<file path="src/rtl/mc_pkg.sv">
// mc_pkg: shared types and default sizing for the multicast scheduler.
//   mc_state_t      - CFG (table programming) / RUN (arbitration) phase
//   *_DEF constants - default parameter values used by multicast_scheduler
package mc_pkg;

  typedef enum logic {CFG = 1'b0, RUN = 1'b1} mc_state_t;

  localparam int PE_COUNT_DEF   = 5;
  localparam int DATA_WIDTH_DEF = 16;
  localparam int ID_WIDTH_DEF   = 4;
  localparam int NUM_SRC_DEF    = 3;

endpackage

</file>
<file path="src/rtl/rr_arbiter.sv">
// rr_arbiter: combinational round-robin pick.
//   elig      in  [N]  : requesters that may be granted this cycle
//   ptr       in  [PW] : highest-priority index (search starts here, wraps)
//   grant     out [N]  : one-hot grant, all-zero when nothing is eligible
//   grant_idx out [PW] : index of the granted requester (0 when none)
// The pointer register is owned by the parent.
module rr_arbiter #(
  parameter int N  = 3,
  parameter int PW = (N > 1) ? $clog2(N) : 1
) (
  input  logic [N-1:0]  elig,
  input  logic [PW-1:0] ptr,
  output logic [N-1:0]  grant,
  output logic [PW-1:0] grant_idx
);

  logic found;
  int   idx;

  always_comb begin
    grant     = '0;
    grant_idx = '0;
    found     = 1'b0;
    idx       = 0;
    for (int k = 0; k < N; k++) begin
      idx = (int'(ptr) + k) % N;
      if (!found && elig[idx]) begin
        found      = 1'b1;
        grant[idx] = 1'b1;
        grant_idx  = PW'(idx);
      end
    end
  end

endmodule

</file>
<file path="src/rtl/multicast_scheduler.sv">
// multicast_scheduler: owns the router's PE ID table and arbitrates several
// source streams onto one multicast bus, one tagged word per cycle.
//   clk, rst                      : clock, synchronous active-high reset
//   src_valid/src_data/src_tag    : per-source request, payload, destination tag
//   src_ready                     : per-source grant (combinational)
//   pe_ready                      : per-PE input buffer has room
//   cfg_we/cfg_idx/cfg_id         : ID table write port (CFG phase only)
//   cfg_done / cfg_clear          : CFG->RUN / RUN->CFG pulses
//   in_val/tag_id/in_valid        : registered word to the router
//   pe_ids                        : ID table driven to the router
//   err_nomatch                   : pulse, a granted word matched no PE and was dropped
//   running                       : high in RUN
module multicast_scheduler
  import mc_pkg::*;
#(
  parameter int PE_COUNT   = PE_COUNT_DEF,
  parameter int DATA_WIDTH = DATA_WIDTH_DEF,
  parameter int ID_WIDTH   = ID_WIDTH_DEF,
  parameter int NUM_SRC    = NUM_SRC_DEF
) (
  input  logic                                clk,
  input  logic                                rst,
  input  logic [NUM_SRC-1:0]                  src_valid,
  input  logic [NUM_SRC-1:0][DATA_WIDTH-1:0]  src_data,
  input  logic [NUM_SRC-1:0][ID_WIDTH-1:0]    src_tag,
  output logic [NUM_SRC-1:0]                  src_ready,
  input  logic [PE_COUNT-1:0]                 pe_ready,
  input  logic                                cfg_we,
  input  logic [$clog2(PE_COUNT)-1:0]         cfg_idx,
  input  logic [ID_WIDTH-1:0]                 cfg_id,
  input  logic                                cfg_done,
  input  logic                                cfg_clear,
  output logic [DATA_WIDTH-1:0]               in_val,
  output logic [ID_WIDTH-1:0]                 tag_id,
  output logic                                in_valid,
  output logic [PE_COUNT-1:0][ID_WIDTH-1:0]   pe_ids,
  output logic                                err_nomatch,
  output logic                                running
);

  localparam int PTR_W = (NUM_SRC > 1) ? $clog2(NUM_SRC) : 1;
  localparam int IDX_W = $clog2(PE_COUNT);

  mc_state_t                          state_reg;
  logic [PE_COUNT-1:0][ID_WIDTH-1:0]  pe_ids_reg;
  logic [PTR_W-1:0]                   ptr_reg;
  logic [DATA_WIDTH-1:0]              in_val_reg;
  logic [ID_WIDTH-1:0]                tag_id_reg;
  logic                               in_valid_reg;
  logic                               err_nomatch_reg;

  logic [NUM_SRC-1:0][PE_COUNT-1:0]   match;
  logic [NUM_SRC-1:0]                 has_match;
  logic [NUM_SRC-1:0]                 eligible;
  logic [NUM_SRC-1:0]                 arb_elig;
  logic [NUM_SRC-1:0]                 grant;
  logic [PTR_W-1:0]                   grant_idx;
  logic                               arb_en;
  logic                               any_grant;
  logic                               issue;

  // Per-source match set and "all targets ready" reduction. A source whose
  // tag matches no PE is eligible so that it can be consumed and flagged.
  for (genvar gi = 0; gi < NUM_SRC; gi++) begin : g_src
    for (genvar gj = 0; gj < PE_COUNT; gj++) begin : g_pe
      assign match[gi][gj] = (pe_ids_reg[gj] == src_tag[gi]);
    end
    assign has_match[gi] = |match[gi];
    assign eligible[gi]  = src_valid[gi] & (&(~match[gi] | pe_ready));
  end

  // No grants outside RUN, in the cfg_clear cycle, or while reset is held.
  assign arb_en   = (state_reg == RUN) & ~cfg_clear & ~rst;
  assign arb_elig = eligible & {NUM_SRC{arb_en}};

  rr_arbiter #(.N(NUM_SRC), .PW(PTR_W)) u_arb (
    .elig      (arb_elig),
    .ptr       (ptr_reg),
    .grant     (grant),
    .grant_idx (grant_idx)
  );

  assign any_grant = |grant;
  assign issue     = any_grant & has_match[grant_idx];

  always_ff @(posedge clk) begin
    if (rst) begin
      state_reg <= CFG;
    end else if (state_reg == CFG && cfg_done) begin
      state_reg <= RUN;
    end else if (state_reg == RUN && cfg_clear) begin
      state_reg <= CFG;
    end
  end

  // ID table: out-of-range cfg_idx matches no entry and is thereby ignored.
  for (genvar gi = 0; gi < PE_COUNT; gi++) begin : g_tbl
    always_ff @(posedge clk) begin
      if (rst) begin
        pe_ids_reg[gi] <= ID_WIDTH'(gi);
      end else if (state_reg == CFG && cfg_we && cfg_idx == IDX_W'(gi)) begin
        pe_ids_reg[gi] <= cfg_id;
      end
    end
  end

  always_ff @(posedge clk) begin
    if (rst) begin
      ptr_reg         <= '0;
      in_val_reg      <= '0;
      tag_id_reg      <= '0;
      in_valid_reg    <= 1'b0;
      err_nomatch_reg <= 1'b0;
    end else begin
      in_valid_reg    <= issue;
      err_nomatch_reg <= any_grant & ~has_match[grant_idx];
      if (any_grant) begin
        ptr_reg <= (grant_idx == PTR_W'(NUM_SRC - 1)) ? '0 : grant_idx + 1'b1;
      end
      if (issue) begin
        in_val_reg <= src_data[grant_idx];
        tag_id_reg <= src_tag[grant_idx];
      end
    end
  end

  assign src_ready   = grant;
  assign in_val      = in_val_reg;
  assign tag_id      = tag_id_reg;
  assign in_valid    = in_valid_reg;
  assign err_nomatch = err_nomatch_reg;
  assign pe_ids      = pe_ids_reg;
  assign running     = (state_reg == RUN);

endmodule

</file>
<file path="config.mk">
export PLATFORM = sky130hd
export DESIGN_NAME = multicast_scheduler
export DESIGN_NICKNAME = d
export VERILOG_FILES = /design/src/rtl/mc_pkg.sv /design/src/rtl/rr_arbiter.sv /design/src/rtl/multicast_scheduler.sv
export SDC_FILE = /design/constraint.sdc
export NUM_CORES = 1
export LEC_CHECK = 0
export BUFFER_PORTS_ARGS = -buffer_cell sky130_fd_sc_hd__buf_2
export CORE_UTILIZATION = 50
export CTS_CLUSTER_SIZE = 10
export DETAILED_ROUTE_END_ITERATION = 7
export HOLD_SLACK_MARGIN = 0.05
export PLACE_DENSITY = 0.91
export RECOVER_POWER = 25
export SYNTH_ARGS = -nofsm -noshare
export SYNTH_HDL_FRONTEND = slang
export SYNTH_HIERARCHICAL = 1
export SYNTH_SLANG_ARGS = --single-unit
export TNS_END_PERCENT = 50
</file>
<file path="constraint.sdc">
create_clock -name clk -period 7.2 [get_ports clk]
set_input_delay 0.72 -clock clk [delete_from_list [all_inputs] [get_ports clk]]
set_output_delay 0.72 -clock clk [all_outputs]
set_load 0.02 [all_outputs]
</file>
=== After elaboration in Yosys (flattened, before gate mapping) ===
Cells that the tools add are included.

* Flip-flop bits (word level): 45
* Input port bits: 80
* Output and inout bits: 46
* Word-level logic and storage cells: 120

* $add $sub $neg: 3
* Div/mod/pow operators: 3
* Magnitude comparators: 7
* Equality and inequality tests: 20
* Multiplexer cells: 32
* Bitwise logic cells: 20
* Reductions and logical operators: 24

{| class="wikitable"
|+ Operators with widths
! operator !! number
|-
| $ge 32x1->1 const B || 3
|-
| $lt 32x4->1 const B || 3
|-
| $mod 32x3->32 const B || 2
|-
| $eq 4x4->1 || 15
|-
| $bmux 16 s2 || 1
|-
| $mod 3x3->32 const B || 1
|-
| $mux 16 || 1
|-
| $not 5->5 || 3
|-
| $or 5x5->5 || 3
|-
| $reduce_and 5->1 || 3
|-
| $reduce_or 5->1 || 3
|-
| $mux 1 || 14
|-
| $logic_and 1x1->1 || 13
|-
| $mux 3 || 3
|-
| $bmux 1 s2 || 4
|-
| $bmux 4 s2 || 1
|-
| $mux 2 || 4
|-
| $and 1x1->1 || 7
|-
| $demux 1 s2 || 3
|-
| $eq 3x2->1 const B || 2
|-
| $or 3x3->3 || 2
|-
| $mux 4 || 1
|-
| $not 1->1 || 4
|-
| $add 2x1->3 const B || 1
|-
| other kinds (11) || 12
|}

=== Depth between registers and ports, before layout ===
Gate-level depths: netlist of run 1.

* Depth after elaboration: 20
* Depth in mapped cells: 19
* Depth with buffers taken out: 15

=== Modules after synthesis ===
Netlist of run 1, hierarchy kept.

{| class="wikitable"
|+ By module, submodules not included
! module !! times used !! cells an instance !! area an instance (um^2) !! sequential area each (um^2)
|-
| multicast_scheduler || 1 || 346 || 3,002.9 || 900.9
|-
| rr_arbiter || 1 || 52 || 332.8 || 0.0
|}

=== Least setup slack after synthesis of run 1 ===
Ideal clock, no wire load.

* Kind: input port to flip-flop
* From: input port src_tag[5] in the netlist's numbering
* To: register in_val_reg[10], in the netlist in_val[10]
* Setup time: 0.142 ns
* Data arrival time: 3.934 ns
* Required time: 7.058 ns
* Slack: 3.124 ns
* Stages on the path: 16
* Buffers on the path: 3
* Path through: buf_2 > xor2_1 > nor4_2 > or2b_1 > nand3_1 > nor3_1 > clkbuf_1 > mux2_2 > mux2i_1 > nor2_1 > a31oi_1 > nor3_1 > or2_2 > o311ai_1 > buf_2 > o32ai_2

* Elaborated cells between the ends (all ways): 40
* Those cells by class: eq/ne: 5; mux: 21; bitwise: 7; reduce/logical: 7

{| class="wikitable"
|+ RTL lines
! element !! RTL line !! source
|-
| start, declared || multicast_scheduler.sv:25 || <nowiki>input logic [NUM_SRC-1:0][ID_WIDTH-1:0] src_tag,</nowiki>
|-
| $eq 4x4->1 || multicast_scheduler.sv:66 || <nowiki>assign match[gi][gj] = (pe_ids_reg[gj] == src_tag[gi]);</nowiki>
|-
| $not 5->5 * || multicast_scheduler.sv:69 || <nowiki>assign eligible[gi] = src_valid[gi] & (&(~match[gi] | pe_ready));</nowiki>
|-
| $or 5x5->5 * || multicast_scheduler.sv:69 ||
|-
| $reduce_and 5->1 * || multicast_scheduler.sv:69 ||
|-
| $and 1x1->1 * || multicast_scheduler.sv:69 ||
|-
| $and 3x3->3 * || multicast_scheduler.sv:74 || <nowiki>assign arb_elig = eligible & {NUM_SRC{arb_en}};</nowiki>
|-
| via arb_elig[1] || multicast_scheduler.sv:55 || <nowiki>logic [NUM_SRC-1:0] arb_elig;</nowiki>
|-
| $bmux 1 s2 || rr_arbiter.sv:27 || <nowiki>if (!found && elig[idx]) begin</nowiki>
|-
| [4 not listed] || -- ||
|-
| $logic_and 1x1->1 || rr_arbiter.sv:27 ||
|-
| $mux 1 || rr_arbiter.sv:27 ||
|-
| $logic_not 1->1 || rr_arbiter.sv:27 ||
|-
| $logic_and 1x1->1 || rr_arbiter.sv:27 ||
|-
| $mux 3 * || rr_arbiter.sv:27 ||
|-
| via src_ready[0] || multicast_scheduler.sv:26 || <nowiki>output logic [NUM_SRC-1:0] src_ready,</nowiki>
|-
| $reduce_or 3->1 * || multicast_scheduler.sv:83 || <nowiki>assign any_grant = |grant;</nowiki>
|-
| $and 1x1->1 * || multicast_scheduler.sv:84 || <nowiki>assign issue = any_grant & has_match[grant_idx];</nowiki>
|-
| end signal, assigned || multicast_scheduler.sv:121 || <nowiki>in_val_reg <= src_data[grant_idx];</nowiki>
|-
| end, declared || multicast_scheduler.sv:47 || <nowiki>logic [DATA_WIDTH-1:0] in_val_reg;</nowiki>
|}

Mark *: on every way through the listed nets, which the timed path passes. The rest lies on a longest branch. The select of a mux whose other input is x is not followed.
A chain may end at the register's enable or synchronous reset.

=== Worst setup path after layout of run 1 ===
* From: input port rst
* To: register in_val_reg[0], in the netlist in_val[0]

* Cells in the longest elaborated chain, start to end: 16
* Elaborated cells between the ends (all ways): 32
* Those cells by class: mux: 21; bitwise: 6; reduce/logical: 5

{| class="wikitable"
|+ Ends and longest elaborated chain
! element !! RTL line !! source
|-
| start, declared || multicast_scheduler.sv:22 || <nowiki>input logic rst,</nowiki>
|-
| $not 1->1 * || multicast_scheduler.sv:73 || <nowiki>assign arb_en = (state_reg == RUN) & ~cfg_clear & ~rst;</nowiki>
|-
| $and 1x1->1 * || multicast_scheduler.sv:73 ||
|-
| $and 3x3->3 * || multicast_scheduler.sv:74 ||
|-
| via arb_elig[2] || multicast_scheduler.sv:55 ||
|-
| $bmux 1 s2 || rr_arbiter.sv:27 ||
|-
| $mux 1 (implied by the code) (2 in a row) || rr_arbiter.sv:27 ||
|-
| $mux 1 || rr_arbiter.sv:27 ||
|-
| $logic_not 1->1 || rr_arbiter.sv:27 ||
|-
| $logic_and 1x1->1 || rr_arbiter.sv:27 ||
|-
| $mux 1 || rr_arbiter.sv:27 ||
|-
| $logic_not 1->1 || rr_arbiter.sv:27 ||
|-
| $logic_and 1x1->1 || rr_arbiter.sv:27 ||
|-
| $mux 2 * || rr_arbiter.sv:27 ||
|-
| via grant_idx[0] || multicast_scheduler.sv:57 || <nowiki>logic [PTR_W-1:0] grant_idx;</nowiki>
|-
| $bmux 1 s2 || multicast_scheduler.sv:84 ||
|-
| $mux 1 (implied by the code) || multicast_scheduler.sv:84 ||
|-
| $and 1x1->1 || multicast_scheduler.sv:84 ||
|}

Marks and branches as above.

==> summary.txt, run 1 <==
Critical path
  • Type of the worst setup path: input pin to flop
  • Slowest CP cell: o311ai_4
  • Data required, critical path: roughly 7.3 ns
  • CP endpoint: in_val[0]
  • Critical Path AT: 5.24 ns
  • Max incr delay on CP: 1.04 ns
  • Worst Reg2Reg Path Length in Cells: 12
  • R2R Setup Slk: around 2.5 ns
  • Crit. Startpoint: rst
  • FF-to-FF Start: pe_ids[17]
  • Reg-to-reg endpoint: in_val[0]
  • Crit end category: flop
  • Crit Path Max Fanout: 24
  • Worst-path cell chain: clkbuf_1, nor2_1, and2_1, o41ai_1, nor3_1, or3b_1, nor2_1, o21ai_0, a21oi_4, nor3_1, o311ai_4, o32ai_1
  • Setup crit start kind: input pin

STA
  • Hold WS: approximately 0.47 ns
  • F_max: slightly below 0.2 GHz
  • Measured slew at the worst slew-check pin: 1.164 ns
  • RSZ-0062 raised after global routing: false
  • Setup TNS: 0 ns
  • Fin. max-slew vios: 0
  • Tcrit/Tclk final: between 70% and 80%
  • Clk_skew: about 0.010 ns
  • Hold Vio Cnt, Final: 0
  • Crit path time final: between 5 and 6 ns
  • Slew HR: 22.24%
  • Finish-stage setup viols: 0

GRT
  • Vias in the first global route: ~3300
  • Largest net degree at the start of global routing: 27
  • First-pass GRT wire length: approximately 15000 um
  • GRT Total Usage: a little over a quarter
  • Total gr overflow: 0
  • Initial antenna violation count: 0

Place
  • GPL Wtd Cong: between 0.9 and 1
  • Post-placement cell count: 570
  • I/O Buffers: 125
  • Final HPWL DP: between 7000 and 8000 um

Yosys
  • Synth cell types: 46
  • Yosys reg bits: 45
  • Synth area leader: dfxtp_1
  • Most common flop cell mapped by yosys: dfxtp_1
  • Syn Nets: between 400 and 500
  • Mean post-synth cell area: ~8.4 um^2
  • Ys async rst share: 0%
  • Synth area leaders: dfxtp_1, xnor2_1, mux2i_1
  • Sequential area share after synthesis: between 20% and 30%
  • Post-synth EDFFs: 0
  • Post-Syn Area: between 3000 and 4000 um^2
  • Cell count after synthesis: slightly below 400
  • Ys Warns: 6
  • Synth top area share: ~27%

Min path
  • Hold Crit Class: flop to flop

Clock network
  • Post-CTS sizing: 0
  • CTS Hold Bufs: 0
  • Worst-Skew Late Latency: 0.30 ns
  • Post-CTS setup buffer count: 0
  • CTS tree: built
  • Clock net sink count: 45
  • # H-tree levels: 2
  • Worst-path clk slew: approximately 0.090 ns
  • TritonCTS buffer count: 5
  • Root Buffer: clkbuf_8
  • Clock buffer depth: 2

Power
  • Int Pwr: around 0.00052 W
  • Comb power frac: between 50% and 60%
  • Clock power share: between 15 and 20%
  • Peak supply drop: just over 0.2 mV
  • Switching power total: between 0.0004 and 0.0005 W
  • Sw frac: around 44%
  • Overall Power: 0.0009368 W
  • Pwr/cell area: roughly 230 nW/um^2
  • P_leak: roughly 1.6 nW
  • Reg power frac: 31.5%

Routing
  • WL final: about 9600 um
  • Detailed Routing Iterations Pass 1: 4
  • DRT antenna net count: 0
  • DRC: 0
  • Starting DRT DRC Count: between 200 and 250
  • Vias: around 3400
  • Routed vias/inst: 5.842
  • WL per Instance: approximately 17 um

Die
  • Initial core utilization: a little over half
  • Die X: 83.68 um
  • Core Region: between 6000 and 7000 um^2
  • Die Y: approximately 84 um
  • Row count: 29
  • Die area: between 7000 and 8000 um^2
  • Num ports: about 130

Outcome
  • Outcome: finished, final reports clean

Layout
  • Max reg flops: 20
  • Antenna diodes: 0
  • P&R area growth vs syn: 19.84%
  • Non-filler cells, final: between 500 and 600
  • # fillers: slightly below 600
  • Nets: around 580
  • Share of post-route cells with drive strength above 1: a little over a quarter

Job
  • Total of max-cap violations: 0
-- cell families after synthesis --
| family | Yosys count | share of synthesized area (%) |
|---|---|---|
| xor gates and xnor gates | 60 | 15.75 |
| AOI/OAI and AO/OA | 80 | 20.26 |
| muxes | 39 | 11.74 |
| adders and majority gates | 4 | 1.500 |
| and+or+nand+nor | 111 | 16.20 |
| buffers and inverters | 59 | 7.539 |
| DFF | 45 | 27.01 |
-- stage by stage --
| step | utilization [%] | setup WS, ns | instance area, um^2 |
|---|---|---|---|
| final | 62.60 | 2.079 | 3998 |
| after global routing | 62.60 | 1.830 | 3998 |
| after CTS | 63.03 | 2.450 | 4025 |
| after detailed placement | 61.87 | 2.142 | 3951 |
| after global placement | 61.87 | 2.438 | 3951 |
| after floorplan | - | 3.124 | 3336 |
-- synth_stat cells, drive strengths merged, types with 9 or more instances --
library cell	instances
dfxtp	45
clkbuf	19
nor2	44
mux2i	38
inv	28
nand2	18
xor2	10
nand4	13
a21oi	30
xnor2	50
buf	12
o22ai	9
o32ai	20
-- layout by cell type, fill, tap and decap left out, types with 8 or more instances in the layout --
cell	instances
clkbuf_1	22
xnor2_1	50
nand2_1	18
nand3_1	8
dfxtp_1	45
inv_1	28
nor2_1	44
o22ai_1	9
nand4_1	13
a21oi_1	29
mux2i_1	38
o32ai_2	18
nor3_1	8
xor2_1	10
buf_2	103
-- critical path, delay by kind of cell --
| kind | cells | cell delay [ns] |
|---|---|---|
| and+or+nand+nor | 6 | 1.41 |
| AOI/OAI and AO/OA | 5 | 2.32 |
| buffers and inverters | 1 | 0.76 |
-- worst min path at each step --
stage | startpoint | to | slack [ns] | depth (start not counted)
2_1_floorplan | ptr_reg[1] | ptr_reg[1] | 0.51 | 2
3_3_place_gp | tag_id[2] | tag_id[2] | 0.44 | 2
3_5_place_dp | tag_id[2] | tag_id[2] | 0.45 | 2
4_1_cts | tag_id[2] | tag_id[2] | 0.47 | 2
5_1_grt | in_val[11] | in_val[11] | 0.49 | 2
6_report | tag_id[0] | tag_id[0] | 0.47 | 2
-- area by class of cell --
class / count / area (um^2) / share of cell area [%]
Sequential cell: 45 / 900.9 / 22.54
Clock inverter: 1 / 5.005 / 0.1252
Timing Repair Buffer: 126 / 605.6 / 15.15
Tap cell: 77 / 96.34 / 2.410
Clock buffer: 5 / 68.82 / 1.721
Multi-Input combinational cell: 294 / 2216 / 55.43
Inverter: 28 / 105.1 / 2.629
-- power groups by stage --
stage / registers [W] / clock network (W) / logic (W)
after global placement: 0.000299 / 0 / 0.000474
after CTS: 0.000294 / 0.000150 / 0.000496
final: 0.000295 / 0.000148 / 0.000494
after detailed placement: 0.000299 / 0 / 0.000495
after global routing: 0.000298 / 0.000160 / 0.000535
after floorplan: 0.000324 / 0 / 0.000367
-- routing by layer --
layer  share of wire, %  vias up  GRT usage [%]  wire length (um)
met5                  0        -              0                 0
met4                2.1        0          10.79               206
met3                7.0       20          4.748               668
met2                 50      148          47.60              4801
met1                 41     1601          32.02              3915
li1                   -     1596              -                 -
(Power assumes the default switching activity.)
==> run 2: changes to the inputs <==
Settings changed: ABC_AREA set to 1, CORE_UTILIZATION 50 to 46, PLACE_DENSITY 0.91 to 0.88.
Clock period 7.2 ns to 4.2 ns, I/O delays scaled along.
==> summary.txt, run 2 <==
Layout
  • Nets: 774
  • Commonest non-fill, non-tap cell in the layout: nand2_1
  • Antenna diodes: 0
  • Commonest cells after routing, fill and taps aside: nand2_1, buf_2, nor2_1, inv_1, dfxtp_1
  • P&R area growth vs syn: 17.85%
  • Non-filler cells, final: between 700 and 800
  • Share of post-route cells with drive strength above 1: 22.29%
  • Final Cell Area: between 4000 and 5000 um^2
  • Max reg flops: 20

Yosys
  • Largest family of logic cells by synthesized area: simple AND/OR/NAND/NOR gates
  • Synth top area share: approximately 25%
  • Post-Synth Simple-Gate Area: between 30 and 40%
  • Synth area leaders: dfxtp_1, nand2_1, nor2_1
  • Synth cell types: 35
  • Post-synthesis adder-cell area fraction: under 10%
  • Yosys reg bits: 45
  • Post-Syn Area: about 3600 um^2
  • Synth Area in XOR/XNOR: approximately 4.7%
  • Ys Warns: 6
  • Most common flop cell mapped by yosys: dfxtp_1
  • Ys async rst share: 0%
  • Cell count after synthesis: just under 600
  • Syn Nets: 662
  • Sequential area share after synthesis: approximately a quarter
  • Mean post-synth cell area: roughly 6 um^2
  • Synth area leader: dfxtp_1
  • Top-count cell post-synth: nand2_1
  • Top post-synthesis cells by count: nand2_1, nor2_1, inv_1
  • Mux contribution to synthesized area: 0%
  • Post-synth EDFFs: 0
  • Post-synthesis compound-gate area fraction: between 10% and 20%

Critical path
  • Crit Path Max Fanout: 42
  • Crit end category: flop
  • Type of the worst setup path: flop to flop
  • R2R Setup Slk: 0.65 ns
  • Data required, critical path: 4.40 ns
  • Max incr delay on CP: around 0.52 ns
  • Reg-to-reg endpoint: tag_id[3]
  • Setup crit start kind: flop
  • Slowest CP cell: nor4_1
  • Critical Path AT: roughly 3.8 ns
  • Crit-path most repeated cell: nand2_1
  • Worst Reg2Reg Path Length in Cells: 17
  • Worst-path cell chain: inv_1, nor3_2, nand2_1, nor4_1, inv_1, nand2_1, nand2_1, o21ai_1, nand4_1, nand2_1, inv_1, nor2_1, o21ai_2, nand3_4, nand3_1, nand2_1, nor2_1
  • FF-to-FF Start: running

STA
  • Tcrit/Tclk final: 84.47%
  • Fin. max-slew vios: 0
  • RSZ-0062 raised after global routing: false
  • Slew HR: approximately a quarter
  • F_max: 0.2819 GHz
  • Crit path time final: 3.548 ns
  • Finish-stage setup viols: 0
  • Measured slew at the worst slew-check pin: 1.137 ns
  • Clk_skew: 0.008501 ns
  • Hold Vio Cnt, Final: 0
  • Setup TNS: 0 ns

Power
  • Comb power frac: between 50% and 60%
  • Clock power share: between 10 and 15%
  • Reg power frac: ~28%
  • Int Pwr: slightly above 0.001 W
  • Switching power total: between 0.001 and 0.0015 W
  • Sw frac: 50.83%
  • P_leak: approximately 2.2 nW
  • Peak supply drop: 0.2693 mV
  • Pwr/cell area: between 400 and 500 nW/um^2

Clock network
  • Worst-Skew Late Latency: about 0.31 ns
  • Clock net sink count: 45
  • Worst-path clk slew: approximately 0.090 ns
  • Root Buffer: clkbuf_8
  • Post-CTS setup buffer count: 0
  • TritonCTS buffer count: 5
  • # H-tree levels: 2
  • CTS tree: built
  • Clock buffer depth: 2

Min path
  • Hold worst-path end: running
  • Worst hold stages: 2
  • Hold_sp: cfg_done
  • Hold Crit Class: input pin to flop

Routing
  • DRT antenna net count: 0
  • Vias: around 4200
  • Detailed Routing Iterations Pass 1: 5
  • Routed vias/inst: between 5 and 6
  • DRC: 0
  • WL per Instance: about 14 um
  • WL final: roughly 11000 um
  • Starting DRT DRC Count: 264

GRT
  • Initial antenna violation count: 0
  • Vias in the first global route: approximately 3800
  • First-pass GRT wire length: approximately 18000 um
  • Largest net degree at the start of global routing: between 40 and 50
  • GRT Total Usage: 27.15%
  • Total gr overflow: 0

Place
  • Final HPWL DP: ~9000 um
  • I/O Buffers: about 130
  • Post-placement cell count: 782
  • Placed instance area: about 4100 um^2
  • GPL Wtd Cong: around 0.99

Die
  • Num ports: about 130
  • Die area: about 8100 um^2
  • Die Y: roughly 90 um
  • Core Region: roughly 7400 um^2
  • Row count: 31
  • Initial core utilization: about half
  • Die X: between 80 and 90 um

Outcome
  • Outcome: finished, final reports clean

Job
  • Total of max-cap violations: 0
run 2: metal layers:
metal  vias to the layer above  track usage [%]  routed length, um
met5                         -                0                  0
met4                         0            8.737                126
met3                        15            3.892                687
met2                       163            43.78               5389
met1                      1950            37.29               5018
li1                       2090                -                  -
run 2: layout make-up:
| class | count | area (um^2) |
|---|---|---|
| Clock buffer | 5 | 68.82 |
| Clock inverter | 3 | 22.52 |
| Fill cell | 778 | 3181 |
| Inverter | 64 | 240.2 |
| Multi-Input combinational cell | 445 | 2205 |
| Sequential cell | 45 | 900.9 |
| Tap cell | 99 | 123.9 |
| Timing Repair Buffer | 129 | 628.1 |
run 2: cell families after synthesis:
family          Yosys count
buf+inv                  88
fa+ha+maj                 4
simple gates            322
compound gates          100
xor+xnor                 19
flops                    45
run 2: critical path: cells and delay by family (launching register included):
family                 cells  cell delay (ns)
AOI/OAI and AO/OA          2             0.30
and+or+nand+nor           12             2.38
buffers and inverters      3             0.42
DFF                        1             0.34
run 2: worst max-delay path by stage:
stage | slack, ns | cells after the start | startpoint | to
finish | 0.65 | 17 | running | tag_id[3]
global route | 0.19 | 19 | pe_ids[0] | in_val[1]
CTS | 0.43 | 17 | running | in_val[4]
detailed placement | 0.27 | 17 | rst | in_val[4]
global placement | 0.40 | 20 | rst | in_val[7]
floorplan | 1.16 | 23 | src_tag[11] | in_val[13]
run 2: stage by stage:
step                      util (%)  power (W)  worst slack [ns]  hold slack (ns)
after detailed placement     55.91   0.001778            0.2665           0.4656
after floorplan                  -   0.001598             1.155           0.4983
after CTS                    57.15   0.002059            0.4320           0.3534
after global placement       55.91   0.001750            0.4043           0.4565
after global routing         56.84   0.002206            0.1947           0.3415
final                        56.84   0.002048            0.6523           0.3528
run 2: power by group through the flow:
stage	sequential (W)	clock [W]	combinational (W)
3_3_place_gp	0.000580	0	0.00117
5_1_grt	0.000587	0.000306	0.00131
2_1_floorplan	0.000684	0	0.000914
4_1_cts	0.000573	0.000284	0.00120
3_5_place_dp	0.000582	0	0.00120
6_report	0.000575	0.000286	0.00119
run 2: what timing repair did:
item / 4_1_cts / 5_1_grt
setup endpoints to repair: 0 / 4
gates resized for setup: 0 / 1
hold buffers: 0 / 0
==> run 3: changes to the inputs <==
Settings changed: CORE_UTILIZATION 46 to 50, PLACE_DENSITY 0.88 to 0.9.
Clock period 4.2 ns to 3.5 ns, I/O delays scaled along.
==> summary.txt, run 3 (synthesized netlist as in run 2, its figures left out) <==
Outcome
  • Outcome: finished, final reports clean

STA
  • RSZ-0062 raised after global routing: false
  • Finish-stage setup viols: 0
  • F_max: ~0.32 GHz
  • Tcrit/Tclk final: between 80% and 90%
  • Slew HR: roughly 22%
  • Clk_skew: 0.006651 ns
  • Setup TNS: 0 ns
  • Final worst setup slack: 0.3738 ns
  • Measured slew at the worst slew-check pin: 1.162 ns
  • Hold Vio Cnt, Final: 0
  • Crit path time final: between 3 and 4 ns
  • Fin. max-slew vios: 0

Clock network
  • # H-tree levels: 2
  • Worst-Skew Late Latency: just over 0.3 ns
  • CTS Hold Bufs: 0
  • Clock net sink count: 45
  • Post-CTS sizing: 0
  • TritonCTS buffer count: 5
  • Clock buffer depth: 2
  • Post-CTS setup buffer count: 0
  • CTS tree: built
  • Worst-path clk slew: roughly 0.09 ns
  • Root Buffer: clkbuf_8

Routing
  • WL final: ~11000 um
  • WL per Instance: between 10 and 15 um
  • Routed vias/inst: 5.367
  • Vias: ~4300
  • DRT antenna net count: 0
  • Detailed Routing Iterations Pass 1: 5
  • Starting DRT DRC Count: between 300 and 400
  • DRC: 0

Layout
  • Commonest cells after routing, fill and taps aside: nand2_1, buf_2, nor2_1, inv_1, dfxtp_1
  • Antenna diodes: 0
  • Commonest non-fill, non-tap cell in the layout: nand2_1
  • P&R area growth vs syn: 19.43%
  • Max reg flops: 20
  • Share of post-route cells with drive strength above 1: 22.75%
  • Nets: between 700 and 800

Critical path
  • Worst-path cell chain: inv_1, nand2_1, nand4_1, nor3_1, nor4_1, buf_4, inv_2, o21ai_2, nand2_4, inv_2, nand2_2, nand2_2, inv_2, nand2_1, inv_1, nor2_1, buf_4, inv_1, o22ai_1, a21oi_1, nand3_1, nand2_1, nor2_1
  • Crit Path Max Fanout: 20
  • Slowest CP cell: dfxtp_1
  • Critical Path AT: 3.38 ns
  • Buf/Inv on CP: 8
  • Data required, critical path: 3.75 ns
  • CP top delay family: simple AND/OR/NAND/NOR gates
  • Max incr delay on CP: around 0.38 ns
  • Setup crit start kind: flop
  • Crit end category: flop
  • Type of the worst setup path: flop to flop

Power
  • Pwr/cell area: 595.0 nW/um^2
  • Peak supply drop: approximately 0.37 mV
  • Overall Power: 0.002526 W
  • P_leak: ~2.2 nW

Die
  • Initial core utilization: 52.03%
  • Num ports: roughly 130
  • Die X: approximately 86 um
  • Die area: ~7500 um^2
  • Die Y: between 80 and 90 um
  • Row count: 30
  • Core Region: between 6000 and 7000 um^2

GRT
  • First-pass GRT wire length: 17610 um
  • Largest net degree at the start of global routing: 46
  • Initial antenna violation count: 0
  • Total gr overflow: 0
  • Vias in the first global route: approximately 3700
  • GRT Total Usage: ~30%

Job
  • Total of max-cap violations: 0

Place
  • I/O Buffers: approximately 130
  • Dpl ws: approximately 0.31 ns
  • Final HPWL DP: ~8700 um
  • GPL Wtd Cong: between 0.9 and 1

Min path
  • Hold Crit Class: input pin to flop
run 3: changes by cell type in the layout (fill, tap and decap cells not counted), sizes merged:
cell / change
clkbuf: +2
clkinv: -3
buf: +8
clkinvlp: +1
run 3: layer usage:
layer	global-route usage (%)	vias to the layer above	wire [um]
met2	51.30	180	5380
met5	0	-	0
li1	-	2098	-
met1	39.61	1953	4763
met3	3.714	36	686
met4	10.91	0	317
run 3: where the power goes:
group,switching (W),internal (W)
sequential,0.0000708,0.000623
clock,0.000193,0.000142
combinational,0.00100,0.000494
run 3: final timing paths:
path / from / end / slack (ns) / cells past startpoint
max: pe_ids[16] / tag_id[3] / 0.37 / 23
min: cfg_done / running / 0.28 / 2
max reg2reg: pe_ids[16] / tag_id[3] / 0.37 / 23
min reg2reg: in_val[7] / in_val[7] / 0.49 / 2
run 3: stage by stage:
stage	utilization, %	area [um^2]	hold WS (ns)	instances
after global placement	61.32	4189	0.4567	787
after floorplan	-	3555	0.4283	578
final	62.14	4245	0.2841	795
after global routing	62.14	4245	0.2869	795
after detailed placement	61.32	4189	0.4638	787
after CTS	62.55	4273	0.2845	795
run 3: final cells by class:
class | instances | area (um^2)
fill | 678 | 2586
multi-input combinational | 445 | 2200
sequential | 45 | 900.9
timing repair buffer | 137 | 700.7
inverter | 64 | 240.2
tap | 96 | 120.1
clock buffer | 7 | 76.32
clock inverter | 1 | 7.507
